File: src/rtl/window_gen_3x3_stream_if.sv
// Stream bundle for the 3x3 window generator: pixel input channel and window output channel.
interface window_gen_3x3_stream_if #(
  parameter int unsigned DW = 8
) ();
  logic            in_valid;
  logic            in_ready;
  logic [DW-1:0]   in_pixel;
  logic            out_valid;
  logic            out_ready;
  logic [9*DW-1:0] out_win;
  logic            out_sof;
  logic            out_eol;
  logic            out_eof;

  // Pixel source and window consumer side
  modport master (
    output in_valid, in_pixel, out_ready,
    input  in_ready, out_valid, out_win, out_sof, out_eol, out_eof
  );

  // Window generator side
  modport slave (
    input  in_valid, in_pixel, out_ready,
    output in_ready, out_valid, out_win, out_sof, out_eol, out_eof
  );
endinterface

File: src/rtl/window_gen_3x3_stream.sv
// Streaming 3x3 neighbourhood generator with two line buffers, optional zero padding,
// backpressure and frame markers. Window slot k = 3*dr + dc, slot 0 is top-left.
module window_gen_3x3_stream #(
  parameter int unsigned DW       = 8,
  parameter int unsigned IMG_W    = 64,
  parameter int unsigned IMG_H    = 64,
  parameter int unsigned PAD_MODE = 0
) (
  input logic                     clk,
  input logic                     rst,
  window_gen_3x3_stream_if.slave  io_bus
);
  localparam int unsigned CW = $clog2(IMG_W);
  localparam int unsigned RW = $clog2(IMG_H);
  localparam logic [CW-1:0] ColLast = CW'(IMG_W - 1);
  localparam logic [RW-1:0] RowLast = RW'(IMG_H - 1);

  typedef enum logic [1:0] {StRun, StEol, StFlush} state_e;

  state_e          r_state, w_state_next;
  logic [CW-1:0]   r_col;
  logic [RW-1:0]   r_row;
  logic [DW-1:0]   r_lb0 [IMG_W];  // previous row
  logic [DW-1:0]   r_lb1 [IMG_W];  // row before that
  logic [DW-1:0]   r_win [9];
  logic [DW-1:0]   w_shift [9];
  logic [DW-1:0]   w_out [9];
  logic [DW-1:0]   w_col [3];
  logic            r_out_valid, r_out_sof, r_out_eol, r_out_eof;
  logic [9*DW-1:0] r_out_win, w_out_flat;
  logic            w_adv, w_accept, w_emit, w_sof, w_eol, w_eof;
  logic [CW-1:0]   w_fl_l, w_fl_r;

  // Handshake and the register window shifted by one incoming column
  always_comb begin
    w_adv    = !r_out_valid || io_bus.out_ready;
    w_accept = io_bus.in_valid && w_adv && (r_state == StRun);
    w_col[0] = r_lb1[r_col];
    w_col[1] = r_lb0[r_col];
    w_col[2] = io_bus.in_pixel;
    for (int dr = 0; dr < 3; dr++) begin
      w_shift[3*dr]   = r_win[3*dr+1];
      w_shift[3*dr+1] = r_win[3*dr+2];
      w_shift[3*dr+2] = w_col[dr];
    end
    w_fl_l = (r_col == '0) ? r_col : r_col - CW'(1);
    w_fl_r = (r_col == ColLast) ? r_col : r_col + CW'(1);
  end

  // Next state, emit decision, flags and the masked output window
  always_comb begin
    w_state_next = r_state;
    w_emit       = 1'b0;
    w_sof        = 1'b0;
    w_eol        = 1'b0;
    w_eof        = 1'b0;
    for (int k = 0; k < 9; k++) w_out[k] = '0;
    unique case (r_state)
      StRun: begin
        for (int k = 0; k < 9; k++) w_out[k] = w_shift[k];
        if (PAD_MODE == 0) begin
          w_emit = w_accept && (r_row >= RW'(2)) && (r_col >= CW'(2));
          w_sof  = (r_row == RW'(2)) && (r_col == CW'(2));
          w_eol  = (r_col == ColLast);
          w_eof  = w_eol && (r_row == RowLast);
        end else begin
          w_emit = w_accept && (r_row != '0) && (r_col != '0);
          w_sof  = (r_row == RW'(1)) && (r_col == CW'(1));
          // Top row / left column lie outside the image (and may hold stale data)
          if (r_row == RW'(1)) for (int k = 0; k < 3; k++) w_out[k] = '0;
          if (r_col == CW'(1)) for (int k = 0; k < 9; k += 3) w_out[k] = '0;
          if (w_accept && (r_col == ColLast) && (r_row != '0)) w_state_next = StEol;
        end
      end
      StEol: begin
        // Last centre of the row: reuse the window shifted left, right column is padding
        w_emit = w_adv;
        w_eol  = 1'b1;
        for (int dr = 0; dr < 3; dr++) begin
          w_out[3*dr]   = r_win[3*dr+1];
          w_out[3*dr+1] = r_win[3*dr+2];
        end
        // Row counter already advanced past the triggering row; centre row 0 means r_row==2
        if (r_row == RW'(2)) for (int k = 0; k < 3; k++) w_out[k] = '0;
        if (w_adv) w_state_next = (r_row == '0) ? StFlush : StRun;
      end
      StFlush: begin
        // Last image row as centre, read straight from the line buffers; bottom row is padding
        w_emit   = w_adv;
        w_eol    = (r_col == ColLast);
        w_eof    = w_eol;
        w_out[0] = r_lb1[w_fl_l];
        w_out[3] = r_lb0[w_fl_l];
        w_out[1] = r_lb1[r_col];
        w_out[4] = r_lb0[r_col];
        w_out[2] = r_lb1[w_fl_r];
        w_out[5] = r_lb0[w_fl_r];
        if (r_col == '0) begin
          w_out[0] = '0;
          w_out[3] = '0;
        end
        if (r_col == ColLast) begin
          w_out[2] = '0;
          w_out[5] = '0;
        end
        if (w_adv && (r_col == ColLast)) w_state_next = StRun;
      end
      default: w_state_next = StRun;
    endcase
    for (int k = 0; k < 9; k++) w_out_flat[k*DW +: DW] = w_out[k];
  end

  // State, raster counters and registered output stage
  always_ff @(posedge clk) begin
    if (rst) begin
      r_state     <= StRun;
      r_col       <= '0;
      r_row       <= '0;
      r_out_valid <= 1'b0;
      r_out_win   <= '0;
      r_out_sof   <= 1'b0;
      r_out_eol   <= 1'b0;
      r_out_eof   <= 1'b0;
    end else begin
      r_state <= w_state_next;
      if (w_accept) begin
        if (r_col == ColLast) begin
          r_col <= '0;
          r_row <= (r_row == RowLast) ? '0 : r_row + RW'(1);
        end else begin
          r_col <= r_col + CW'(1);
        end
      end
      // FLUSH reuses the column counter as its position and leaves it at 0
      if ((r_state == StFlush) && w_adv) r_col <= (r_col == ColLast) ? '0 : r_col + CW'(1);
      if (w_adv) begin
        r_out_valid <= w_emit;
        r_out_sof   <= w_emit && w_sof;
        r_out_eol   <= w_emit && w_eol;
        r_out_eof   <= w_emit && w_eof;
        if (w_emit) r_out_win <= w_out_flat;
      end
    end
  end

  // Line buffers and window registers; contents need no reset
  always_ff @(posedge clk) begin
    if (w_accept) begin
      r_lb1[r_col] <= r_lb0[r_col];
      r_lb0[r_col] <= io_bus.in_pixel;
      r_win        <= w_shift;
    end
  end

  assign io_bus.in_ready  = w_adv && (r_state == StRun);
  assign io_bus.out_valid = r_out_valid;
  assign io_bus.out_win   = r_out_win;
  assign io_bus.out_sof   = r_out_sof;
  assign io_bus.out_eol   = r_out_eol;
  assign io_bus.out_eof   = r_out_eof;
endmodule

File: src/flat_wrapper.sv
// flat-port wrapper written by rule: the top's interface ports become plain ports
module window_gen_3x3_stream_flat 
#(
  parameter int unsigned DW       = 8,
  parameter int unsigned IMG_W    = 64,
  parameter int unsigned IMG_H    = 64,
  parameter int unsigned PAD_MODE = 0
)
  (clk, rst, io_bus_in_valid, io_bus_in_pixel, io_bus_out_ready, io_bus_in_ready, io_bus_out_valid, io_bus_out_win, io_bus_out_sof, io_bus_out_eol, io_bus_out_eof);
  window_gen_3x3_stream_if #(.DW(DW)) io_bus_i ();
  input logic clk;
  input logic rst;
  input wire logic [$bits(io_bus_i.in_valid)-1:0] io_bus_in_valid;
  input wire logic [$bits(io_bus_i.in_pixel)-1:0] io_bus_in_pixel;
  input wire logic [$bits(io_bus_i.out_ready)-1:0] io_bus_out_ready;
  output wire logic [$bits(io_bus_i.in_ready)-1:0] io_bus_in_ready;
  output wire logic [$bits(io_bus_i.out_valid)-1:0] io_bus_out_valid;
  output wire logic [$bits(io_bus_i.out_win)-1:0] io_bus_out_win;
  output wire logic [$bits(io_bus_i.out_sof)-1:0] io_bus_out_sof;
  output wire logic [$bits(io_bus_i.out_eol)-1:0] io_bus_out_eol;
  output wire logic [$bits(io_bus_i.out_eof)-1:0] io_bus_out_eof;
  assign io_bus_i.in_valid = io_bus_in_valid;
  assign io_bus_i.in_pixel = io_bus_in_pixel;
  assign io_bus_i.out_ready = io_bus_out_ready;
  assign io_bus_in_ready = io_bus_i.in_ready;
  assign io_bus_out_valid = io_bus_i.out_valid;
  assign io_bus_out_win = io_bus_i.out_win;
  assign io_bus_out_sof = io_bus_i.out_sof;
  assign io_bus_out_eol = io_bus_i.out_eol;
  assign io_bus_out_eof = io_bus_i.out_eof;
  window_gen_3x3_stream #(.DW(DW), .IMG_W(IMG_W), .IMG_H(IMG_H), .PAD_MODE(PAD_MODE)) u_core (.clk(clk), .rst(rst), .io_bus(io_bus_i));
endmodule
File: config.mk
export PLATFORM = sky130hd
export DESIGN_NAME = window_gen_3x3_stream_flat
export DESIGN_NICKNAME = d
export VERILOG_FILES = /design/src/rtl/window_gen_3x3_stream_if.sv /design/src/rtl/window_gen_3x3_stream.sv /design/src/flat_wrapper.sv
export SDC_FILE = /design/constraint.sdc
export NUM_CORES = 1
export LEC_CHECK = 0
export CAP_MARGIN = 15
export CORE_MARGIN = 5
export CORE_UTILIZATION = 38
export DETAILED_ROUTE_END_ITERATION = 10
export GPL_TIMING_DRIVEN = 0
export PLACE_DENSITY_LB_ADDON = 0.05
export REMOVE_ABC_BUFFERS = 1
export SYNTH_ARGS = -nofsm -noshare
export SYNTH_HDL_FRONTEND = slang
export SYNTH_SLANG_ARGS = --single-unit
File: constraint.sdc
create_clock -name clk -period 6.4 [get_ports clk]
set_clock_uncertainty 0.15 [all_clocks]
set_input_delay 1.28 -clock clk [delete_from_list [all_inputs] [get_ports clk]]
set_output_delay 1.28 -clock clk [all_outputs]
set_load 0.1 [all_outputs]
### After elaboration in Yosys (flattened, before gate mapping)

Memories as Yosys holds them, arrays and structs flattened. A register that Yosys moved wholly into a read port is not among the register bits.
Index checks and enable logic that the tools add are counted.

* mux-type cells: 29
* magnitude comparators: 2
* add/subtract/negate cells: 3
* equal/unequal tests: 8
* reductions and logical operators: 24
* bitwise gates (word level): 1

Operators by type and width (number)
* $pmux 40 s3: 1
* $mux 6: 10
* $mux 8: 5
* $mux 24: 1
* $mux 16: 1
* $pmux 8 s2: 1
* $add 6x1->6 const B: 2
* $eq 6x2->1 const B: 2
* $eq 6x6->1 const B: 2
* $ge 6x2->1 const B: 2
* $logic_and 1x1->1: 12
* $logic_not 6->1: 2
* $mux 2: 3
* $pmux 1 s2: 3
* $pmux 2 s3: 1
* $reduce_or 2->1: 3
* $sub 6x1->6 const B: 1
* $ne 2x1->1 const B: 2
* $reduce_and 2->1: 2
* $mux 1: 3
* $reduce_and 3->1: 1
* $eq 2x1->1 const B: 1
* $eq 2x2->1 const B: 1
* $logic_not 2->1: 1
* other kinds (4): 4

* bits of input ports: 12
* register bits after elaboration: 138
* output and inout bits: 77
* bits in writable memories: 1024
* memories: 2

Memory list
* u_core.r_lb0: words 64, bits a word 8, read ports 3, clocked after Yosys merged registers in 1, wr ports 1, line window_gen_3x3_stream.sv:23 `logic [DW-1:0] r_lb0 [IMG_W];`
* u_core.r_lb1: words 64, bits a word 8, read ports 3, clocked after Yosys merged registers in 1, wr ports 1, line window_gen_3x3_stream.sv:24 `logic [DW-1:0] r_lb1 [IMG_W];`

### Depth between registers and ports, before layout

* depth in word-level cells: 8
* depth in mapped cells: 11

### Least setup slack after synthesis

Ideal clock, no wire load.

* kind: input to register
* from: in io_bus_out_ready
* to: mem u_core.r_lb0[8][0], enable pin
* path slack: -0.281 ns
* data arrival time: 6.101 ns
* setup time: 0.430 ns
* cell stages on the path: 7
* cell sequence: nor2b_1 inv_1 nand2_1 inv_1 clkbuf_1 nand3_1 nor4_1

* longest elaborated chain between the ends: 5

RTL lines
* start, declared: line flat_wrapper.sv:15 `input wire logic [$bits(io_bus_i.out_ready)-1:0] io_bus_out_ready;`
* $logic_or 1x1->1: line window_gen_3x3_stream.sv:36 `w_adv = !r_out_valid || io_bus.out_ready;`
* $logic_and 1x1->1 (2 in series): line window_gen_3x3_stream.sv:37 `w_accept = io_bus.in_valid && w_adv && (r_state == StRun);`
* via u_core.w_accept: line window_gen_3x3_stream.sv:31 `logic w_adv, w_accept, w_emit, w_sof, w_eol, w_eof;`
* $mux 1: line window_gen_3x3_stream.sv:148 `if (w_accept) begin`
* $mux 1 (implied by the code): line window_gen_3x3_stream.sv:150 `r_lb0[r_col] <= io_bus.in_pixel;`
* end, declared: line window_gen_3x3_stream.sv:23

The timed path passes the listed nets, and every way through them passes these cells.

### Worst setup path in the final report

* from: in io_bus_out_ready
* to: out io_bus_in_ready

* longest elaborated chain between the ends: 2

RTL lines
* $logic_or 1x1->1: line window_gen_3x3_stream.sv:36
* $logic_and 1x1->1: line window_gen_3x3_stream.sv:155 `assign io_bus.in_ready = w_adv && (r_state == StRun);`
* end, declared: line flat_wrapper.sv:16 `output wire logic [$bits(io_bus_i.in_ready)-1:0] io_bus_in_ready;`

Every way passes these cells.

==> flow_summary_export.csv <==
group,metric,value,unit
outcome,outcome,"complete, no violations",
worst_setup_path,critPathMostFrequentCell,"clkdlybuf4s50_1",
logic_synthesis,yosysSeqAreaShare,76.0,%
cts,cts_buffer_depth,3,
cts,cts_resized,0,
floorplanning,io_pins,89,
logic_synthesis,syn_area_per_cell,19.9,µm²
job,drv_cap,0,
timing,finalCritPeriodShare,78.4,%
floorplanning,placementRows,126,
cts,cts.reportedPaths.clkPinSlew,50,ps
timing,finalSetupViolations,0,
timing,worst_slack,1380,ps
placement,portBuffers,88,
cts,tritoncts,"built",
worst_setup_path,arrival,3590,ps
floorplanning,initial_core_util,38.1,%
logic_synthesis,synth-edff-count,1072,
floorplanning,die_w,354,µm
worst_setup_path,max_stage_delay,1050,ps
worst_setup_path,crit_chain,"clkdlybuf4s50_1 -> nor2b_1 -> inv_1 -> clkdlybuf4s50_1",
grt,grt_max_degree,70,
route,finalWirelength,115000,µm
grt,grt_pass1_wl,165000,µm
worst_setup_path,crit_path_end_kind,"output pin",
timing,fmax,0.199,GHz
placement,dpl_worst_slack,1350,ps
final_layout,finalNonFillerCells,4074,
pwr,leakage,16.3,nW
logic_synthesis,ys_seq_elements,1166,
worst_setup_path,worstPathRequired,4970,ps
route,first_pass_iters,5,
logic_synthesis,syn_area,44900,µm²
timing,tns,0,ps
timing,relSlewSlack,20.4,%
cts,htree_levels,4,
final_layout,drive_above_1_share,23.4,%
timing,rsz0062_at_grt,"no",
placement,dp_cells,3843,
worst_setup_path,critPathSlowestCell,"clkdlybuf4s50_1",
final_layout,design_area,52800,µm²
cts,postCtsHoldBufs,0,
grt,antenna_found_initial,5,
route,num_vias,21947,
worst_setup_path,cp.buffers_inverters,3,
pwr,power.density,313,nW/µm²
worst_setup_path,critPathLaunchType,"input pin",
floorplanning,core_area,118000,µm²
cts,root_buffer,"clkbuf_16",
cts,postCtsSetupBuffers,0,
pwr,total_power,16.5,mW
floorplanning,die_y,354,µm
pwr,vdd_drop_max,0.275,mV
logic_synthesis,postSynth.asyncResetShare,0,%
timing,min_period,5020,ps
placement,gp_congestion,0.745,
route,drt-initial-drc-count,1633,
final_layout,area_growth,17.7,%
timing,holdWs,294,ps
timing,hold_violations,0,
pwr,p_seq_share,51.6,%
worst_setup_path,cp_max_fo,5,
cts,cts_sinks,1166,
logic_synthesis,synth_cells,2259,
grt,grt_overflow_total,0,
cts,cts_buffers,133,
pwr,switching_share,21.1,%
timing,slew_viol_final,0,
route,drc,0,
route,wl_per_cell,28.2,µm
worst_setup_path,setup.worst_path.class,"input pin to output pin",
logic_synthesis,synth_cell_types,65,
grt,grt_pass1_vias,22738,
route,vias_per_cell,5.39,
route,final_antenna_net_count,0,
hold_path,hold_class,"register to register",
cts,insertion_delay,730,ps
timing,tightest_slew,1190,ps
placement,dp_hpwl,72600,µm
pwr,internal-power,13.0,mW
grt,grt.total_usage,18.3,%
logic_synthesis,synth_warnings,0,
pwr,comb_power_share,5.5,%
final_layout,post-route-util,44.9,%
logic_synthesis,synth_ff_type,"edfxtp_1",
final_layout,num-nets-final,2458,
worst_setup_path,cp_top_family,"buffers and inverters",
placement,dpl_cell_area,48700,µm²
pwr,switching_power,3.48,mW
floorplanning,die_area,125000,µm²
pwr,p_clk_share,42.9,%
[cell families (layout without fill, tap and decap cells)]
kind of cell	after synthesis	in the layout	share of synthesized area, %
compound gates	207	207	3.07
xor+xnor	6	6	0.117
fa+ha+maj	4	4	0.112
buf+inv	139	415	2.27
flops	1166	1166	76.0
mux	373	373	14.8
other cells	0	3	0
simple gates	364	364	3.65
[sequential cells by signal, indices dropped and copies added (netlist names), named ones only]
name                     cells
u_core.r_lb0               512
u_core.r_row                 6
u_core.io_bus.out_win       72
u_core.io_bus.out_sof        1
u_core.r_win                48
u_core.r_col                 6
u_core.r_lb1               512
u_core.io_bus.out_eol        1
u_core.io_bus.out_eof        1
u_core.io_bus.out_valid      1
[per-layer routing]
layer / GRT usage (%) / part of all wire, % / up-vias
met5: 0 / 0 / -
met4: 4.93 / 2.1 / 0
met3: 3.56 / 5.1 / 147
met2: 29.9 / 48 / 554
met1: 25.4 / 45 / 11680
li1: - / - / 9566
[cell usage in the layout (no fill, tap or decap), drive strengths merged, types with 14 or more instances in the layout]
master	instances
a21oi	75
a22oi	36
buf	102
clkbuf	193
clkdlybuf4s50	79
clkinv	29
dfxtp	94
edfxtp	1072
mux2	35
mux2i	116
mux4	222
nand2	166
nand3	30
nor2	89
nor2b	14
o22ai	25
or3	21
[cells in the mapped netlist (all sizes together), types with 14 or more instances]
library cell | n | area [µm²]
o22ai | 25 | 156
or3 | 21 | 133
nor2b | 14 | 87.6
clkbuf | 47 | 195
mux2 | 35 | 394
nand3 | 30 | 150
edfxtp | 1072 | 32200
a22oi | 36 | 275
buf | 85 | 791
mux2i | 116 | 1160
mux4 | 222 | 5100
dfxtp | 94 | 1880
nand2 | 166 | 623
a21oi | 75 | 375
nor2 | 89 | 337
[final cells by class]
cell class | instances | area, µm²
inverter | 6 | 25.0
sequential | 1166 | 34100
multi-input combinational | 954 | 10000
clock inverter | 35 | 251
tap | 1536 | 1920
timing repair buffer | 181 | 2650
antenna | 3 | 7.51
clock buffer | 193 | 3780
fill | 9962 | 64800
[power groups by stage]
stage / Sequential, mW / Clock (mW) / Combinational, mW
3_3_place_gp: 8.83 / 0 / 0.997
2_1_floorplan: 8.74 / 0 / 0.588
6_report: 8.51 / 7.08 / 0.902
5_1_grt: 8.52 / 7.60 / 0.968
4_1_cts: 8.52 / 7.28 / 0.920
3_5_place_dp: 8.67 / 0 / 0.919
[worst register-to-register path, cell delays in order (launching register included)]
cell	delay, ps
dfxtp_4	920
buf_16	350
buf_16	330
mux4_1	640
mux4_2	550
o22ai_1	370
or3_1	260
nand2_2	450
buf_12	360
[path summary, 6_finish.rpt]
path	startpoint	slack, ps	cells after the start	end
setup / recovery	io_bus_out_ready	1380	4	io_bus_in_ready
hold / removal	u_core.r_win[54]$_DFFE_PP_	290	0	u_core.r_win[62]$_DFFE_PP_
setup reg to reg	register	1720	8	u_core.r_lb1[21][7]$_DFFE_PP_
hold reg to reg	u_core.r_win[54]$_DFFE_PP_	290	0	u_core.r_win[62]$_DFFE_PP_
(Power assumes the default switching activity.)
